<file path="src/rtl/if_stage.sv">
// Instruction fetch stage of the 16-bit pipeline.
// Owns the program counter and presents it as the fetch address to a
// combinational instruction memory. The returned word and its PC are
// captured into the IF/ID register on the same edge that advances the PC.
// Handles hazard freeze, execute-stage redirect/flush and a halt opcode.
//
// Port handshake: there is no valid/ready pair on this block. The stage
// always drives pc_out, and instr_in must hold the memory word for pc_out in
// the same cycle. if_id_valid qualifies the IF/ID contents (0 = bubble).
// freeze acts as the downstream "not ready": while it is high (and no
// redirect is pending) nothing moves and nothing is lost.
module if_stage #(
    parameter int                    WORD_LEN    = 16,
    parameter logic [WORD_LEN-1:0]   PC_RESET    = 16'd8,
    parameter int                    PC_STEP     = 4,
    parameter logic [3:0]            HALT_OPCODE = 4'b1111
) (
    input  logic                clk,
    input  logic                rst,
    input  logic                freeze,
    input  logic                branch_taken,
    input  logic [WORD_LEN-1:0] branch_target,
    input  logic [WORD_LEN-1:0] instr_in,
    output logic [WORD_LEN-1:0] pc_out,
    output logic [WORD_LEN-1:0] if_id_pc,
    output logic [WORD_LEN-1:0] if_id_instr,
    output logic                if_id_valid,
    output logic                halted,
    output logic [15:0]         fetch_count,
    output logic                state_dbg
);

    typedef enum logic {
        S_RUN  = 1'b0,
        S_HALT = 1'b1
    } state_t;

    state_t              r_state;
    logic [WORD_LEN-1:0] r_pc;
    logic [WORD_LEN-1:0] r_if_id_pc;
    logic [WORD_LEN-1:0] r_if_id_instr;
    logic                r_if_id_valid;
    logic [15:0]         r_fetch_count;

    state_t              w_state_nxt;
    logic [WORD_LEN-1:0] w_pc_nxt;
    logic [WORD_LEN-1:0] w_if_id_pc_nxt;
    logic [WORD_LEN-1:0] w_if_id_instr_nxt;
    logic                w_if_id_valid_nxt;
    logic [15:0]         w_fetch_count_nxt;
    logic                w_is_halt;

    // The opcode lives in the top nibble of the fetched word.
    assign w_is_halt = (instr_in[WORD_LEN-1 -: 4] == HALT_OPCODE);

    // Next-state and next-register values; priority is
    // branch > freeze > halt detect > normal fetch while running.
    always_comb begin
        w_state_nxt       = r_state;
        w_pc_nxt          = r_pc;
        w_if_id_pc_nxt    = r_if_id_pc;
        w_if_id_instr_nxt = r_if_id_instr;
        w_if_id_valid_nxt = r_if_id_valid;
        w_fetch_count_nxt = r_fetch_count;
        case (r_state)
            S_RUN: begin
                if (branch_taken) begin
                    // Redirect wins over freeze; the wrong-path word is dropped.
                    w_pc_nxt          = branch_target;
                    w_if_id_pc_nxt    = '0;
                    w_if_id_instr_nxt = '0;
                    w_if_id_valid_nxt = 1'b0;
                end else if (freeze) begin
                    // Everything holds; defaults already do that.
                    w_pc_nxt = r_pc;
                end else if (w_is_halt) begin
                    // The halt word itself is never forwarded to decode.
                    w_if_id_pc_nxt    = '0;
                    w_if_id_instr_nxt = '0;
                    w_if_id_valid_nxt = 1'b0;
                    w_state_nxt       = S_HALT;
                end else begin
                    w_pc_nxt          = r_pc + WORD_LEN'(PC_STEP);
                    w_if_id_pc_nxt    = r_pc;
                    w_if_id_instr_nxt = instr_in;
                    w_if_id_valid_nxt = 1'b1;
                    if (r_fetch_count != 16'hFFFF) begin
                        w_fetch_count_nxt = r_fetch_count + 16'd1;
                    end
                end
            end
            S_HALT: begin
                // Bubble every cycle; only a redirect can restart fetch,
                // which lets an older branch cancel a speculative halt.
                w_if_id_pc_nxt    = '0;
                w_if_id_instr_nxt = '0;
                w_if_id_valid_nxt = 1'b0;
                if (branch_taken) begin
                    w_pc_nxt    = branch_target;
                    w_state_nxt = S_RUN;
                end
            end
            default: begin
                w_state_nxt = S_RUN;
            end
        endcase
    end

    // State and datapath registers; synchronous reset overrides everything.
    always_ff @(posedge clk) begin
        if (rst) begin
            r_state       <= S_RUN;
            r_pc          <= PC_RESET;
            r_if_id_pc    <= '0;
            r_if_id_instr <= '0;
            r_if_id_valid <= 1'b0;
            r_fetch_count <= '0;
        end else begin
            r_state       <= w_state_nxt;
            r_pc          <= w_pc_nxt;
            r_if_id_pc    <= w_if_id_pc_nxt;
            r_if_id_instr <= w_if_id_instr_nxt;
            r_if_id_valid <= w_if_id_valid_nxt;
            r_fetch_count <= w_fetch_count_nxt;
        end
    end

    assign pc_out      = r_pc;
    assign if_id_pc    = r_if_id_pc;
    assign if_id_instr = r_if_id_instr;
    assign if_id_valid = r_if_id_valid;
    assign fetch_count = r_fetch_count;
    assign halted      = (r_state == S_HALT);
    assign state_dbg   = r_state;

endmodule

</file>
<file path="config.mk">
export PLATFORM = sky130hd
export DESIGN_NAME = if_stage
export DESIGN_NICKNAME = d
export VERILOG_FILES = /design/src/rtl/if_stage.sv
export SDC_FILE = /design/constraint.sdc
export NUM_CORES = 1
export LEC_CHECK = 0
export ABC_AREA = 1
export CAP_MARGIN = 30
export CORE_MARGIN = 4
export CORE_UTILIZATION = 45
export CTS_CLUSTER_DIAMETER = 60
export DETAILED_ROUTE_END_ITERATION = 8
export GPL_TIMING_DRIVEN = 0
export PLACE_DENSITY = 0.81
export SLEW_MARGIN = 20
export SYNTH_ARGS = -nofsm -noshare
export SYNTH_HDL_FRONTEND = slang
export SYNTH_SLANG_ARGS = --single-unit
</file>
<file path="constraint.sdc">
create_clock -name clk -period 2.4 [get_ports clk]
set_clock_uncertainty 0.1 [all_clocks]
set_input_delay 0.24 -clock clk [delete_from_list [all_inputs] [get_ports clk]]
set_output_delay 0.24 -clock clk [all_outputs]
set_load 0.02 [all_outputs]
</file>
# After elaboration in Yosys (flattened, before gate mapping)
# Index checks and enable logic that the tools add are counted.
# W data, S select, Z words.
# word_totals
wordCells	41
out_inout_bits	67
register_bits	66
# classes
bitwise	4
n_addsub	2
eq_ne	5
reduce_logical	2
n_mux	22
# op_table
operator	n
$mux W16	10
$pmux W16 S2	3
$add A16 B1 Y16 const B	1
$add A16 B3 Y16 const B	1
$ne A16 B16 Y1 const B	1
$mux W1	7
$ne A3 B3 Y1 const B	2
$reduce_and A5 Y1	1
$eq A4 B4 Y1 const B	1
$not A1 Y1	4
$pmux W1 S2	2
$reduce_and A3 Y1	1
$ne A2 B2 Y1 const B	1

# Logic depth before layout (Yosys ltp)
# logic_depth
depth_word	5
ltp_mapped	9
mapped_depth_nobuf	9

# Worst setup path before layout
# No wires, ideal clock.
# synth_path
path_type	reg-to-reg
from	reg r_fetch_count[1], in the netlist fetch_count[1]
to	reg r_fetch_count[10], in the netlist fetch_count[10]
period_less_slack_ps	1750
slack_ps	650
path_buffers	1
stages_incl_launch_ff	9
setup_time_ps	69
arrival_time_ps	1580
path_cell_list	dfxtp_1 > ha_1 > nand2_2 > nor2_4 > nand2_4 > o21ai_4 > buf_6 > nand2_1 > a21oi_2
# synth_between
elab_chain_len	2
word_cells_on_any_way	3
# synth_rtl
item	line	text
from (decl)	43	logic [15:0] r_fetch_count;
from (signal assigned)	124	r_fetch_count <= w_fetch_count_nxt;
parallel branches: the longest is 2 deep, another holds $add A16 B1 Y16	--	
# Parallel ways; which one is timed is not known.
# A chain may end at the register's enable or synchronous reset.

# Final worst setup path
# layout_path
from	reg r_pc[3], in the netlist pc_out[3]
to	reg r_pc[10], in the netlist pc_out[10]
# layout_between
elab_chain_len	5
# layout_rtl
item	line	text
from (decl)	39	logic [WORD_LEN-1:0] r_pc;
from (signal assigned)	120	r_pc <= w_pc_nxt;
$add A16 B3 Y16	83	w_pc_nxt = r_pc + WORD_LEN'(PC_STEP);
$mux W16	76	end else if (w_is_halt) begin
$mux W16	73	end else if (freeze) begin
$mux W16	67	if (branch_taken) begin
$pmux W16 S2	65	case (r_state)
# Every way passes these cells. The select of a mux whose other input is x is not followed.

==> metrics.txt <==
insertion delay to the later sink of the worst-skew pair 0.34 ns; Final Critical Period 1.87 ns; share of layout cells above drive strength 1 a little under a tenth; Worst setup SP type flip-flop; Iteration-0 DRC Markers roughly 210; clk sinks 66; via/cell ratio between 5 and 6; global placement routability congestion 0.864; r2r worst-path depth 8; TritonCTS buffer count 9; core area between 6000 and 7000 µm²; Worst-Margin Slew between 0.6 and 0.7 ns; Worst Hold Path Cells 2; post-cts repair resize count 0; initial cell density of the core a little under half; # DRC 0; cells along the critical path ha_1, nand2_1, nor2_1, nand2_1, nor2_1, nand2_1, a21oi_1, nor2_1; maximum vdd ir drop 0.000349 V; Leak 1.61 nW; final non-filler cell total between 600 and 700; post-CTS setup buffer count 0; Placed Area approximately 4300 µm²; die area 8430 µm²; crit-path max FO 5; post-route cell area 4500 µm²; slowest stage delay, CP approximately 0.48 ns; Setup-failing EPs final 0; Synth Flop Type dfxtp_1; Die X-Extent between 90 and 100 µm; FF+latch count, synth 66; DP Wirelength just under 7000 µm; Synth Warn # 0; Overflow after GRT 0; initial antenna violation count 0; # diodes 0; CP Launch Point pc_out[3]$_SDFFE_PP1P_; most common cell after layout, fill and taps aside nand2_1; Antenna Nets Post-Route 0; Final Cycle Share ~80%; first-pass GRT wire length around 15000 µm; worst path arrival time approximately 2 ns; r2r startpoint pc_out[3]$_SDFFE_PP1P_; clock slew at reported path FFs about 0.070 ns; clock tree buffer depth 2; Vias around 3400; vias in the first global route 3245; Power Dens Cells 557 nW/µm²; first-pass detailed-route iteration total 4; drt wl/cell between 10 and 15 µm; post-synthesis async set-or-reset flop share 0%; I/O pin count between 100 and 150; final setup TNS 0 ns; f_max around 530 MHz; Total Wirelength a little over 9000 µm; Final Slew Violations 0; slowest CP cell dfxtp_1; Syn Inst Count about 460; largest net degree at the start of global routing 13; Port Buf Inserts between 100 and 150; H-tree depth 3; DP Cell Count 658; Stages on worst setup path 8; CTS tree built; WS Path Type flip-flop to flip-flop; FF-to-FF setup slack about 0.53 ns; reg-to-reg endpoint pc_out[10]$_SDFFE_PP0P_; Nets around 610; RSZ-0062 raised after global routing false; CP bufs+invs 0; Critical Path RT 2.53 ns; Yosys cell types 30; Critical Path Sink Type flip-flop; FP Rows 30; family with the most delay on the worst path simple AND/OR/NAND/NOR gates; Post-synth EDFFs 0; sequential area share after synthesis around two fifths; Final Hold Fails 0; synthesized area per cell approximately 6.9 µm²; Root Driver clkbuf_8; area grow syn2layout 42.2%; Slew HR between 50% and 60%; commonest cells after routing, fill and taps aside nand2_1, clkdlybuf4s50_1, dfxtp_1, a21oi_1, nor2_1; class of the worst hold path input port to flip-flop; Max Cap Viol 0; Critical Path End pc_out[10]$_SDFFE_PP0P_; Overall Global Routing Usage between 20% and 30%; post-synthesis net count between 400 and 500; Post-Syn Area roughly 3200 µm²; die extent in y around 90 µm; cts-stage hold buffer count 0; outcome completed
[per-stage QoR]
| step | hold slack, ns | setup WS [ns] | util [%] | power [mW] |
|---|---|---|---|---|
| after global placement | 0.352 | 0.338 | 63.2 | 1.57 |
| after global routing | 0.267 | 0.387 | 66.2 | 2.61 |
| after CTS | 0.203 | 0.537 | 66.2 | 2.52 |
| final | 0.215 | 0.527 | 66.2 | 2.50 |
| after detailed placement | 0.355 | 0.279 | 63.2 | 1.58 |
| after floorplan | 0.275 | 0.650 | - | 1.39 |
[final cells by class]
cell class / instances / area (µm²)
sequential: 66 / 1320
clock buffer: 10 / 138
timing repair buffer: 101 / 1010
fill: 597 / 2300
multi-input combinational: 353 / 1660
clock inverter: 6 / 65.1
tap: 96 / 120
inverter: 20 / 75.1
buffer: 22 / 109
[routing by layer]
layer	track usage, %	part of all wire, %	wire [µm]	vias up
li1	-	-	-	1710
met1	29.2	44	4090	1559
met2	35.6	47	4330	127
met3	4.02	7.2	666	13
met4	7.80	1.8	163	0
met5	0	0	0	-
[kinds of logic (layout without fill, tap and decap cells)]
| kind of cell | Yosys count | after routing | synth area share [%] |
|---|---|---|---|
| AOI/OAI and AO/OA | 85 | 85 | 15.3 |
| xor gates and xnor gates | 11 | 11 | 3.05 |
| adders and majority gates | 2 | 2 | 0.791 |
| buffers and inverters | 42 | 159 | 5.82 |
| DFF | 66 | 66 | 41.8 |
| and+or+nand+nor | 255 | 255 | 33.2 |
[power breakdown]
part           total (mW)  switching, mW  internal, mW  leakage (nW)
registers            1.18         0.0484          1.13         0.538
logic               0.377          0.205         0.173         0.973
clock network       0.944          0.434         0.510         0.103
total                2.50          0.687          1.82          1.61
[worst reg2reg max path, delay by kind of cell, from the launching register on]
kind | cells | cell delay [ns]
adder cells (fa/ha/maj) | 1 | 0.25
AND/OR/NAND/NOR | 6 | 0.77
flip-flops | 1 | 0.48
AO/OA/AOI/OAI | 1 | 0.15
[cell usage after synthesis (2+ instances only)]
| master | instances | area, µm² |
|---|---|---|
| nand2_2 | 5 | 31.3 |
| clkbuf_1 | 9 | 33.8 |
| nor2_2 | 2 | 12.5 |
| inv_1 | 19 | 71.3 |
| xor2_1 | 5 | 43.8 |
| nor3_1 | 2 | 10.0 |
| a21oi_2 | 10 | 87.6 |
| a21oi_1 | 53 | 265 |
| ha_1 | 2 | 25.0 |
| dfxtp_1 | 66 | 1320 |
| buf_4 | 2 | 15.0 |
| or2_2 | 3 | 18.8 |
| xnor2_1 | 6 | 52.6 |
| nand4_1 | 5 | 31.3 |
| nor2_4 | 2 | 22.5 |
| buf_2 | 9 | 45.0 |
| nand3_1 | 22 | 110 |
| nand2_1 | 160 | 601 |
| nor2_1 | 52 | 195 |
| o21ai_0 | 17 | 85.1 |
[state kept, by name, indices dropped and copies added, names as in the netlist]
name / cells
pc_out: 16
halted: 1
if_id_pc: 16
fetch_count: 16
if_id_instr: 16
if_id_valid: 1
[worst min-delay path by stage]
stage / from / slack (ns) / end
after CTS: rst / 0.20 / fetch_count[2]$_SDFFE_PP0P_
after floorplan: branch_target[0] / 0.27 / pc_out[0]$_SDFFE_PP0P_
after global placement: if_id_pc[6]$_SDFFE_PP0P_ / 0.35 / if_id_pc[6]$_SDFFE_PP0P_
final: rst / 0.21 / fetch_count[1]$_SDFFE_PP0P_
after detailed placement: if_id_instr[15]$_SDFFE_PP0P_ / 0.36 / if_id_instr[15]$_SDFFE_PP0P_
after global routing: rst / 0.27 / fetch_count[3]$_SDFFE_PP0P_
(Power assumes the default switching activity.)
